### config.mk
export PLATFORM = sky130hd
export DESIGN_NAME = program_loader_4bit
export DESIGN_NICKNAME = d
export VERILOG_FILES = /design/src/rtl/program_loader_4bit.sv
export SDC_FILE = /design/constraint.sdc
export NUM_CORES = 1
export LEC_CHECK = 0
export ABC_AREA = 1
export BUFFER_PORTS_ARGS = -buffer_cell sky130_fd_sc_hd__buf_2
export CAP_MARGIN = 20
export CORE_UTILIZATION = 35
export DETAILED_ROUTE_END_ITERATION = 10
export SLEW_MARGIN = 20
export SYNTH_ARGS = -nofsm -noshare
export SYNTH_HDL_FRONTEND = slang
export SYNTH_SLANG_ARGS = --single-unit
export TNS_END_PERCENT = 20
### constraint.sdc
create_clock -name clk -period 3.22 [get_ports clk]
set_clock_uncertainty 0.15 [all_clocks]
set_input_delay 0.644 -clock clk [delete_from_list [all_inputs] [get_ports clk]]
set_output_delay 0.644 -clock clk [all_outputs]
set_load 0.01 [all_outputs]
### src/rtl/program_loader_4bit.sv
// Buffers a header/instruction/data byte stream, then replays it onto the computer_4bit load bus under reset.
// Latency: first slot one cycle after the last accepted byte; cpu_rst released HOLD_CYCLES after the last slot.
// Backpressure: byte_ready is high only while receiving and reload is low. Optional checksum: LOADER_CHECKSUM_EN.
module program_loader_4bit #(
    parameter logic [7:0]  PAD_INS     = 8'h0F,
    parameter logic [3:0]  PAD_DATA    = 4'h0,
    parameter int unsigned HOLD_CYCLES = 1
) (
    input  logic       clk,
    input  logic       rst,
    input  logic [7:0] byte_in,
    input  logic       byte_valid,
    output logic       byte_ready,
    input  logic       reload,
    output logic       cpu_rst,
    output logic [3:0] cpu_ins_address,
    output logic [7:0] cpu_ins,
    output logic [3:0] cpu_d_in,
    output logic       loading,
    output logic       err
);

    typedef enum logic [2:0] {
        S_IDLE,
        S_RX_INS,
        S_RX_DATA,
        S_DRIVE,
        S_HOLD,
        S_RUN
`ifdef LOADER_CHECKSUM_EN
        , S_RX_CSUM
        , S_ERR
`endif
    } state_t;

    localparam logic [3:0] HOLD_LAST = 4'(HOLD_CYCLES - 1);

    state_t     state_q, state_d;
    logic [3:0] n_q, n_d;          // instruction count minus one
    logic [3:0] m_q, m_d;          // data count minus one
    logic [3:0] cnt_q, cnt_d;
    logic [3:0] slot_q, slot_d;
    logic [3:0] hold_q, hold_d;
    logic       cpu_rst_d, loading_d;
    logic [3:0] addr_q, addr_d;
    logic [7:0] ins_q, ins_d;
    logic [3:0] din_q, din_d;
    logic [3:0] last_slot;
    logic       accept, ins_we, data_we;

    logic [7:0] ins_store  [16];
    logic [3:0] data_store [16];

`ifdef LOADER_CHECKSUM_EN
    logic [7:0] csum_q, csum_d;
    logic [7:0] csum_fin;
    logic       err_q, err_d;
    assign csum_fin = csum_q + byte_in;
    assign err      = err_q;
    assign byte_ready = !reload && (state_q == S_IDLE || state_q == S_RX_INS ||
                                    state_q == S_RX_DATA || state_q == S_RX_CSUM);
`else
    assign err        = 1'b0;
    assign byte_ready = !reload && (state_q == S_IDLE || state_q == S_RX_INS ||
                                    state_q == S_RX_DATA);
`endif

    assign accept    = byte_valid && byte_ready;
    assign ins_we    = accept && !rst && (state_q == S_RX_INS);
    assign data_we   = accept && !rst && (state_q == S_RX_DATA);
    assign last_slot = (n_q > m_q) ? n_q : m_q;

    always_comb begin
        state_d = state_q;
        n_d     = n_q;
        m_d     = m_q;
        cnt_d   = cnt_q;
        slot_d  = slot_q;
        hold_d  = hold_q;
`ifdef LOADER_CHECKSUM_EN
        csum_d  = csum_q;
`endif
        if (reload) begin
            state_d = S_IDLE;
        end else begin
            case (state_q)
                S_IDLE: if (accept) begin
                    n_d     = byte_in[3:0];
                    m_d     = byte_in[7:4];
                    cnt_d   = 4'd0;
                    state_d = S_RX_INS;
`ifdef LOADER_CHECKSUM_EN
                    csum_d  = byte_in;
`endif
                end
                S_RX_INS: if (accept) begin
`ifdef LOADER_CHECKSUM_EN
                    csum_d = csum_fin;
`endif
                    if (cnt_q == n_q) begin
                        cnt_d   = 4'd0;
                        state_d = S_RX_DATA;
                    end else begin
                        cnt_d = cnt_q + 4'd1;
                    end
                end
                S_RX_DATA: if (accept) begin
                    if (cnt_q == m_q) begin
                        slot_d  = 4'd0;
`ifdef LOADER_CHECKSUM_EN
                        csum_d  = csum_fin;
                        state_d = S_RX_CSUM;
`else
                        state_d = S_DRIVE;
`endif
                    end else begin
`ifdef LOADER_CHECKSUM_EN
                        csum_d = csum_fin;
`endif
                        cnt_d = cnt_q + 4'd1;
                    end
                end
`ifdef LOADER_CHECKSUM_EN
                S_RX_CSUM: if (accept) begin
                    slot_d  = 4'd0;
                    state_d = (csum_fin == 8'd0) ? S_DRIVE : S_ERR;
                end
`endif
                S_DRIVE: begin
                    if (slot_q == last_slot) begin
                        hold_d  = 4'd0;
                        state_d = S_HOLD;
                    end else begin
                        slot_d = slot_q + 4'd1;
                    end
                end
                S_HOLD: begin
                    if (hold_q == HOLD_LAST) state_d = S_RUN;
                    else                     hold_d  = hold_q + 4'd1;
                end
                default: state_d = state_q;
            endcase
        end

        // Outputs are registered, so they are derived from the state being entered.
        cpu_rst_d = (state_d != S_RUN);
        loading_d = (state_d == S_RX_INS) || (state_d == S_RX_DATA) ||
                    (state_d == S_DRIVE)  || (state_d == S_HOLD);
`ifdef LOADER_CHECKSUM_EN
        loading_d = loading_d || (state_d == S_RX_CSUM);
        err_d     = (state_d == S_ERR);
`endif
        addr_d = 4'd0;
        ins_d  = 8'd0;
        din_d  = 4'd0;
        if (state_d == S_DRIVE) begin
            addr_d = slot_d;
            ins_d  = (slot_d <= n_q) ? ins_store[slot_d] : PAD_INS;
            // Slot 0 can coincide with the final data write when M=1.
            if (slot_d <= m_q)
                din_d = (data_we && cnt_q == slot_d) ? byte_in[3:0] : data_store[slot_d];
            else
                din_d = PAD_DATA;
        end
    end

    always_ff @(posedge clk) begin
        if (rst) begin
            state_q <= S_IDLE;
            n_q     <= 4'd0;
            m_q     <= 4'd0;
            cnt_q   <= 4'd0;
            slot_q  <= 4'd0;
            hold_q  <= 4'd0;
            cpu_rst <= 1'b1;
            loading <= 1'b0;
            addr_q  <= 4'd0;
            ins_q   <= 8'd0;
            din_q   <= 4'd0;
`ifdef LOADER_CHECKSUM_EN
            csum_q  <= 8'd0;
            err_q   <= 1'b0;
`endif
        end else begin
            state_q <= state_d;
            n_q     <= n_d;
            m_q     <= m_d;
            cnt_q   <= cnt_d;
            slot_q  <= slot_d;
            hold_q  <= hold_d;
            cpu_rst <= cpu_rst_d;
            loading <= loading_d;
            addr_q  <= addr_d;
            ins_q   <= ins_d;
            din_q   <= din_d;
`ifdef LOADER_CHECKSUM_EN
            csum_q  <= csum_d;
            err_q   <= err_d;
`endif
        end
    end

    always_ff @(posedge clk) begin
        if (ins_we)  ins_store[cnt_q]  <= byte_in;
        if (data_we) data_store[cnt_q] <= byte_in[3:0];
    end

    assign cpu_ins_address = addr_q;
    assign cpu_ins         = ins_q;
    assign cpu_d_in        = din_q;

endmodule

After elaboration in Yosys (flattened, before gate mapping)
Memory sizes are Yosys's and may differ from the RTL's. A register that Yosys moved wholly into a read port is not among the register bits. Index checks and enable logic that the tools add are counted. Widths: inputs -> output; s select.

Memories: 2. Output and inout bits: 20. Register bits after elaboration: 37. RAM bits: 192. Word-level logic and storage cells: 92. Bits of input ports: 12.

Memory list: ins_store (words 16, bits a word 8, rd ports 1, clocked after Yosys merged registers in 0, wr ports 1, line 51) `logic [7:0] ins_store [16];`; data_store (words 16, bits a word 4, rd ports 1, clocked after Yosys merged registers in 1, wr ports 1, line 52) `logic [3:0] data_store [16];`.

$add $sub $neg: 3. Bitwise gates (word level): 4. Eq/ne operators: 18. Mux-type cells: 29. Magnitude comparators: 3. Reductions and logical operators: 22.

Operators by type and width (count): $mux 4 (13); $mux 3 (8); $pmux 4 s2 (2); $pmux 3 s5 (1); $add 4x1->4 const B (3); $eq 3x2->1 const B (4); $eq 4x4->1 (3); $ne 2x2->1 const B (6); $pmux 4 s3 (1); $le 4x4->1 (2); $eq 3x1->1 const B (2); $eq 3x3->1 const B (2); $reduce_and 6->1 (1); $reduce_or 3->1 (2); $logic_and 1x1->1 (5); $logic_or 1x1->1 (5); $gt 4x4->1 (1); $logic_not 4->1 (1); $mux 1 (4); $not 1->1 (4); $reduce_and 4->1 (1); $logic_not 3->1 (1); $ne 3x3->1 const B (1); $reduce_and 3->1 (1); other kinds (4) (5).

Depth between registers and ports, before layout
Gate-level depths: netlist (run 1).

Word-level depth: 12. Depth in mapped cells: 30.

Least setup slack after synthesis (run 1)
OpenSTA, ideal clock, no wires.

Kind: register to register. Start point: reg m_q[1]. End point: reg din_q[0] (netlist: cpu_d_in[0]), read port of data_store. Setup time: 109 ps. Data required time: 2961 ps. Clock period less this slack: 3342 ps. Path buffers: 1. Cell stages (with the launch flop): 28. Data arrival time: 3083 ps. Path slack: -122 ps. Cells stage by stage: dfxtp_1 -> inv_1 -> ha_1 -> nand2_1 -> nand2_1 -> nand2_2 -> nand2_4 -> nand2_4 -> nand2_2 -> nand2_1 -> nand2_1 -> nand2_1 -> nor2_4 -> nand2_4 -> o211ai_1 -> nand2_1 -> nand2_1 -> clkinv_1 -> buf_2 -> ha_1 -> nand2_1 -> inv_1 -> o21ai_0 -> a32o_1 -> nand2_1 -> nor2_1 -> nand2_1 -> inv_1.

Cells in the longest elaborated chain, start to end: 9.

RTL lines: from (decl) (line 40) `logic [3:0] m_q, m_d;`; from (signal assigned) (line 187) `m_q <= m_d;`; $gt 4x4->1 (line 71) `assign last_slot = (n_q > m_q) ? n_q : m_q;`; $mux 4 (line 71); $eq 4x4->1 (line 130) `if (slot_q == last_slot) begin`; $mux 4 (line 130); $pmux 4 s2 * (line 86) `case (state_q)`; $mux 4 * (line 83) `if (reload) begin`; net slot_d[3] (line 42) `logic [3:0] slot_q, slot_d;`; $le 4x4->1 (line 160) `if (slot_d <= m_q)`; $not 1->1 (no line); $reduce_or 3->1 (no line); to (decl) (line 47) `logic [3:0] din_q, din_d;`.

The timed path passes the listed nets; every way through them passes the cells marked *. A chain may end at the register's enable or synchronous reset.

Final worst setup path (run 1)
Start point: reg m_q[3]. End point: reg ins_q[6] (netlist: cpu_ins[6]).

Cells in the longest elaborated chain, start to end: 9.

RTL lines: $gt 4x4->1 (line 71); $mux 4 (line 71); $eq 4x4->1 (line 130); $mux 4 / $mux 3 (equally long branches) (line 130); $pmux 4 s2 / $pmux 3 s5 (equally long branches) (line 86); $mux 4 / $mux 3 (equally long branches) (line 83); $le 4x4->1 / $eq 3x2->1 (equally long branches) (line 158, 156); $not 1->1 (no line); $reduce_or 3->1 (no line); to (signal assigned) (line 194) `ins_q <= ins_d;`; to (decl) (line 46) `logic [7:0] ins_q, ins_d;`.

Several ways; a longest one is shown, not always the timed one.

==> metrics.yaml, run 1 <==
p_per_area_nw_per_um2: 500
dieArea_um2: 31900
fmax_ghz: 0.309
post_dp_cell_area_um2: 11700
tightestPinTransition_ps: 762
hp-start: "rst"
endpoint: "cpu_ins[6]"
yosys_warnings: 0
ys_async_sr_fraction: 0
cts_made_buffers: 25
final-setup-viol-count: 1
grt_pass1_vias: 7392
design_area_um2: 12900
fin_ws_ps: -15.6
via_count: 7931
antenna_left: 0
synth_area_um2: 10900
syn_area_per_cell_um2: 9.76
clk_latency_ps: 530
drt_iter0_drc: 724
yosysMostFrequentCell: "nand3_1"
numClockSinks: 233
hold_depth: 2
drt_pass1_iterations: 7
reg2regPathDepth: 25
top_layer: "met4"
ir_drop_mv: 0.359
grtUsageTotal: 0.166
core_area_um2: 30700
rsz0062_at_grt: "true"
cts_tree: "built"
finalSetupTns_ps: -15.6
crit_start: "m_q[3]"
synth-edff-count: 192
rr_endpoint: "cpu_ins[6]"
grt_max_degree: 66
cellLeakagePower_nw: 5.25
drc_errors: 0
crit_path_end_kind: "flip-flop"
die_w_um: 179
ios: 32
syn-num-nets: 1149
hold_buffers: 0
grt-ovfl-total: 0
drive_gt1_frac: 0.165
yosys.area.top_type: "edfxtp_1"
crit_path_max_fanout: 9
seq_area_frac_synth: 0.604
path_class: "reg -> reg"
ys_ff_latch: 233
gp_congestion: 0.875
wl_per_cell_um: 16.8
synth_commonest_cells: "nand3_1, nand2_1, edfxtp_1"
crit_required_ps: 3480
min_path_type: "in -> reg"
hold_violations: 0
stdcell_count: 1602
wirelength_met1_mm: 12.3
start_kind: "flip-flop"
reg2reg_from: "m_q[3]"
fp.dieH_um: 179
finalCriticalPeriod_ps: 3240
maxCapViolCount: 0
failed_checks: "setup timing"
synth_cell_types: 39
placedCellCount: 1543
rows: 64
synth.top_cell.area_share: 0.528
port_buffers: 30
num_antenna_cells: 0
cts_buffer_depth: 3
synthFlopType: "edfxtp_1"
clk_pin_slew_ps: 60
fin_crit_sh: 1.00
grt_pass1_wl_mm: 40.8
synth_cells: 1118
status: "complete, but fails checks"
area_growth_syn_to_layout_pct: 18.5
crit_arrival_ps: 3500
nNetsFinal: 1218
slew_violations: 0
wl_met3_mm: 1.28
rrSetupSlack_ps: -20
htree_levels: 1
root_buffer: "clkbuf_16"
wl_met2_mm: 12.9
dp_hpwl_mm: 16.7
via_per_inst: 4.95
routed_wl_mm: 27.0
initial_utilization: 0.356
antenna_found_initial: 0
maxSlewHeadroom: 0.492
ys_top_cells_by_area: "edfxtp_1, nand3_1, dfxtp_1"
-- worst min-delay path by stage --
stage | slack (ps) | endpoint
final | 280 | cnt_q[1]
after global routing | 290 | slot_q[1]
after CTS | 280 | slot_q[3]
after detailed placement | 340 | hold_q[0]
after global placement | 340 | m_q[1]
after floorplan | 320 | hold_q[0]
-- cell families after synthesis --
| group | synth area share |
|---|---|
| flops | 0.604 |
| compound gates | 0.0437 |
| xor+xnor | 0.00883 |
| simple gates | 0.228 |
| buf+inv | 0.0938 |
| fa+ha+maj | 0.0218 |
| other cells | 0.000344 |
-- report_power, final --
group	switching, W	internal (W)
clock network	0.00116	0.00159
logic	0.000278	0.000158
registers	0.00000765	0.00327
-- routing by layer --
layer  track usage  vias up
li1              -     3879
met1         0.224     3823
met2         0.279      197
met3        0.0217       32
met4        0.0434        0
met5             0        -
-- flip-flops by register name, indices dropped and copies added (netlist names) --
| name | flops |
|---|---|
| ins_store | 128 |
| slot_q | 4 |
| m_q | 4 |
| data_store | 64 |
| cpu_rst | 1 |
| n_q | 4 |
| state_q | 3 |
| cpu_ins_address | 4 |
| cnt_q | 4 |
| cpu_ins | 8 |
| hold_q | 4 |
| loading | 1 |
| cpu_d_in | 4 |
-- what timing repair did --
action	4_1_cts	5_1_grt
resized for setup	0	55
buffers inserted	2	6
pin swaps	3	40
endpoints found under the setup margin	12	17
gates cloned	0	5
-- worst max-delay path, cell delays in order, from the launching register on --
cell,delay [ps]
dfxtp_2,340
inv_2,50
ha_4,270
nand2_2,50
inv_2,70
nand2_2,60
nand2_4,100
nand2_4,90
nand2_2,80
nand2_1,50
nand2_1,70
nand2_2,70
nor2_4,180
nand2_4,90
nand2_1,70
nand2_1,50
nand2_1,110
nand2_4,100
nand2_8,110
buf_12,170
buf_4,140
a21oi_1,60
o21ai_1,80
nand3_1,110
a21oi_1,300
nor2_1,80
-- cell usage in the layout, fill, tap and decap left out, types with 3 or more instances in the layout --
| master | synthesis | layout |
|---|---|---|
| buf_12 | 0 | 4 |
| buf_4 | 3 | 52 |
| o211ai_1 | 17 | 17 |
| nor2_4 | 1 | 4 |
| ha_4 | 0 | 7 |
| clkinv_1 | 1 | 4 |
| nand2_1 | 199 | 189 |
| clkbuf_16 | 0 | 30 |
| xnor2_1 | 5 | 5 |
| o21ai_2 | 0 | 3 |
| o21ai_0 | 18 | 16 |
| nand3_1 | 214 | 209 |
| nand2_2 | 4 | 12 |
| nand3_2 | 1 | 5 |
| o21ai_1 | 9 | 8 |
| nor3_1 | 4 | 4 |
| inv_2 | 7 | 11 |
| xor2_1 | 6 | 6 |
| inv_1 | 174 | 168 |
| clkinv_2 | 0 | 5 |
| inv_4 | 0 | 3 |
| edfxtp_1 | 192 | 192 |
| a21oi_1 | 27 | 26 |
| nor2_2 | 0 | 5 |
| nand3b_1 | 32 | 32 |
| ha_1 | 19 | 12 |
| dfxtp_2 | 0 | 4 |
| clkbuf_1 | 17 | 6 |
| nand2_4 | 4 | 5 |
| nor2_1 | 71 | 63 |
| a31oi_1 | 3 | 3 |
| dfxtp_1 | 41 | 37 |
| buf_2 | 11 | 30 |
| buf_6 | 13 | 4 |
-- area by class of cell --
| type | count | area (um2) |
|---|---|---|
| Fill cell | 2935 | 17700 |
| Sequential cell | 233 | 6590 |
| Multi-Input combinational cell | 648 | 3520 |
| Timing Repair Buffer | 97 | 846 |
| Inverter | 182 | 691 |
| Clock buffer | 31 | 648 |
| Tap cell | 396 | 495 |
| Clock inverter | 15 | 133 |
-- through the flow --
stage / utilization / worst slack [ps] / power (W) / hold WS [ps]
2_1_floorplan: - / 14.6 / 0.00357 / 321
3_3_place_gp: 0.383 / 48.2 / 0.00371 / 337
3_5_place_dp: 0.383 / -18.7 / 0.00371 / 341
4_1_cts: 0.409 / -9.37 / 0.00646 / 276
5_1_grt: 0.422 / -229 / 0.00668 / 289
6_report: 0.422 / -15.6 / 0.00646 / 276
Note: power is estimated with default switching activity, not from simulation.
==> run 2, diff against run 1 <==
--- a/config.mk
+++ b/config.mk
@@ -8,8 +8,11 @@
 export ABC_AREA = 1
 export BUFFER_PORTS_ARGS = -buffer_cell sky130_fd_sc_hd__buf_2
 export CAP_MARGIN = 20
+export CORE_ASPECT_RATIO = 1.1
 export CORE_UTILIZATION = 35
 export DETAILED_ROUTE_END_ITERATION = 10
+export HOLD_SLACK_MARGIN = 0.02
+export PLACE_DENSITY = 0.64
 export SLEW_MARGIN = 20
 export SYNTH_ARGS = -nofsm -noshare
 export SYNTH_HDL_FRONTEND = slang
==> run 2 against run 1 <==
Against the previous run: the run now ends clean; core utilization shrank 0.45 points; clock power shrank 1%; count of clock-buffer cells in the layout shrank 2; global-route usage shrank 0.58 points; via count shrank 0.78%; worst setup slack gained 47 ps; hold slack gained 17 ps; first-iteration DRC count shrank 24%; fmax grew 1.5%; power shrank 1.1%; largest cell class unchanged; largest power group unchanged; highest routed layer unchanged.
==> metrics.yaml, run 2 (synthesized netlist as in run 1, its figures left out) <==
status: "completed"
switching_share: 0.219
stdcell_count: 1616
finalCriticalPeriod_ps: 3190
num_antenna_cells: 0
critical_path_buf_inv_count: 6
root_buffer: "clkbuf_16"
gp_congestion: 0.922
grtUsageTotal: 0.160
maxSlewHeadroom: 0.502
port_buffers: 30
fmax_ghz: 0.314
cellLeakagePower_nw: 5.17
nNetsFinal: 1215
crit_required_ps: 3480
crit_arrival_ps: 3440
crit_path_max_fanout: 7
routed_wl_mm: 25.4
die_w_um: 170
dpl_worst_slack_ps: -12.1
tightestPinTransition_ps: 747
crit_top_cell: "nand2_2"
cp_top_family: "simple AND/OR/NAND/NOR gates"
fp.dieH_um: 187
grt_pass1_wl_mm: 40.3
clock_power_share: 0.424
antenna_left: 0
p_int_w: 0.00499
power.switching_w: 0.00140
antenna_found_initial: 0
clk_latency_ps: 510
seqPwrFrac: 0.512
grt-ovfl-total: 0
rows: 67
drt_pass1_iterations: 5
placedCellCount: 1561
grt_max_degree: 66
wl_per_cell_um: 15.7
cts_buffer_depth: 3
via_per_inst: 4.87
area_growth_syn_to_layout_pct: 16.9
cpPeakStageDelay_ps: 330
final-seq-area_um2: 6590
grt_pass1_vias: 7624
numClockSinks: 233
multi_input_area_um2: 3440
largest_register: "ins_store"
core_area_um2: 30600
largest_register_ffs: 128
via_count: 7869
fin_crit_sh: 0.990
drt_iter0_drc: 549
p_per_area_nw_per_um2: 501
cts_tree: "built"
nFillCells: 2906
dieArea_um2: 31900
ios: 32
dp_hpwl_mm: 16.1
initial_utilization: 0.357
drive_gt1_frac: 0.154
clk_pin_slew_ps: 60
layout_commonest_cell: "nand3_1"
slew_violations: 0
power_frac_comb: 0.064
maxCapViolCount: 0
path_class: "reg -> reg"
cts_made_buffers: 24
final-setup-viol-count: 0
min_path_type: "in -> reg"
rsz0062_at_grt: "true"
htree_levels: 1
fin_ws_ps: 31.7
ir_drop_mv: 0.391
crit_path_end_kind: "flip-flop"
slowest_stage: "dfxtp_2"
drc_errors: 0
start_kind: "flip-flop"
final_cell_mix: "nand3_1, edfxtp_1, nand2_1"
hold_buffers: 0
hold_violations: 0
## run 2: layer usage
layer	track usage	part of all wire	up-vias
met1	0.206	0.43	3792
met2	0.282	0.51	178
met5	0	0	-
li1	-	-	3869
met3	0.0197	0.050	30
met4	0.0398	0.017	0
## run 2: power groups by stage
stage | Clock [W] | Sequential [W] | Combinational (W)
after floorplan | 0 | 0.00334 | 0.000229
after global placement | 0 | 0.00334 | 0.000362
after detailed placement | 0 | 0.00334 | 0.000368
after CTS | 0.00275 | 0.00327 | 0.000380
after global routing | 0.00286 | 0.00327 | 0.000447
final | 0.00271 | 0.00327 | 0.000407
## run 2: through the flow
step | TNS, ps | total power, W | utilization | area, um2 | hold slack (ps)
after global routing | -1970 | 0.00658 | 0.417 | 12800 | 291
after CTS | 0 | 0.00640 | 0.411 | 12600 | 279
after floorplan | 0 | 0.00357 | - | 10900 | 321
after global placement | 0 | 0.00370 | 0.384 | 11700 | 342
final | 0 | 0.00639 | 0.417 | 12800 | 293
after detailed placement | -41.2 | 0.00371 | 0.384 | 11700 | 350
## run 2: final timing paths
path / startpoint / end / slack, ps / cells after the start
max: m_q[3] / cpu_d_in[1] / 30 / 25
min reg2reg: hold_q[1] / hold_q[1] / 360 / 2
min: rst / slot_q[1] / 290 / 2
max reg2reg: m_q[3] / cpu_d_in[1] / 30 / 25
## run 2: repair_timing
| item | in CTS | in global routing |
|---|---|---|
| gates resized for setup | 10 | 26 |
| gates cloned | 0 | 2 |
| pin swaps | 11 | 29 |
| setup endpoints to repair | 12 | 16 |
| setup buffers | 2 | 7 |
## run 2: final cells by class
| type | count | area share |
|---|---|---|
| Tap cell | 414 | 0.0406 |
| Inverter | 182 | 0.0541 |
| Sequential cell | 233 | 0.517 |
| Clock inverter | 15 | 0.00971 |
| Clock buffer | 29 | 0.0502 |
| Timing Repair Buffer | 95 | 0.0588 |
| Multi-Input combinational cell | 648 | 0.270 |
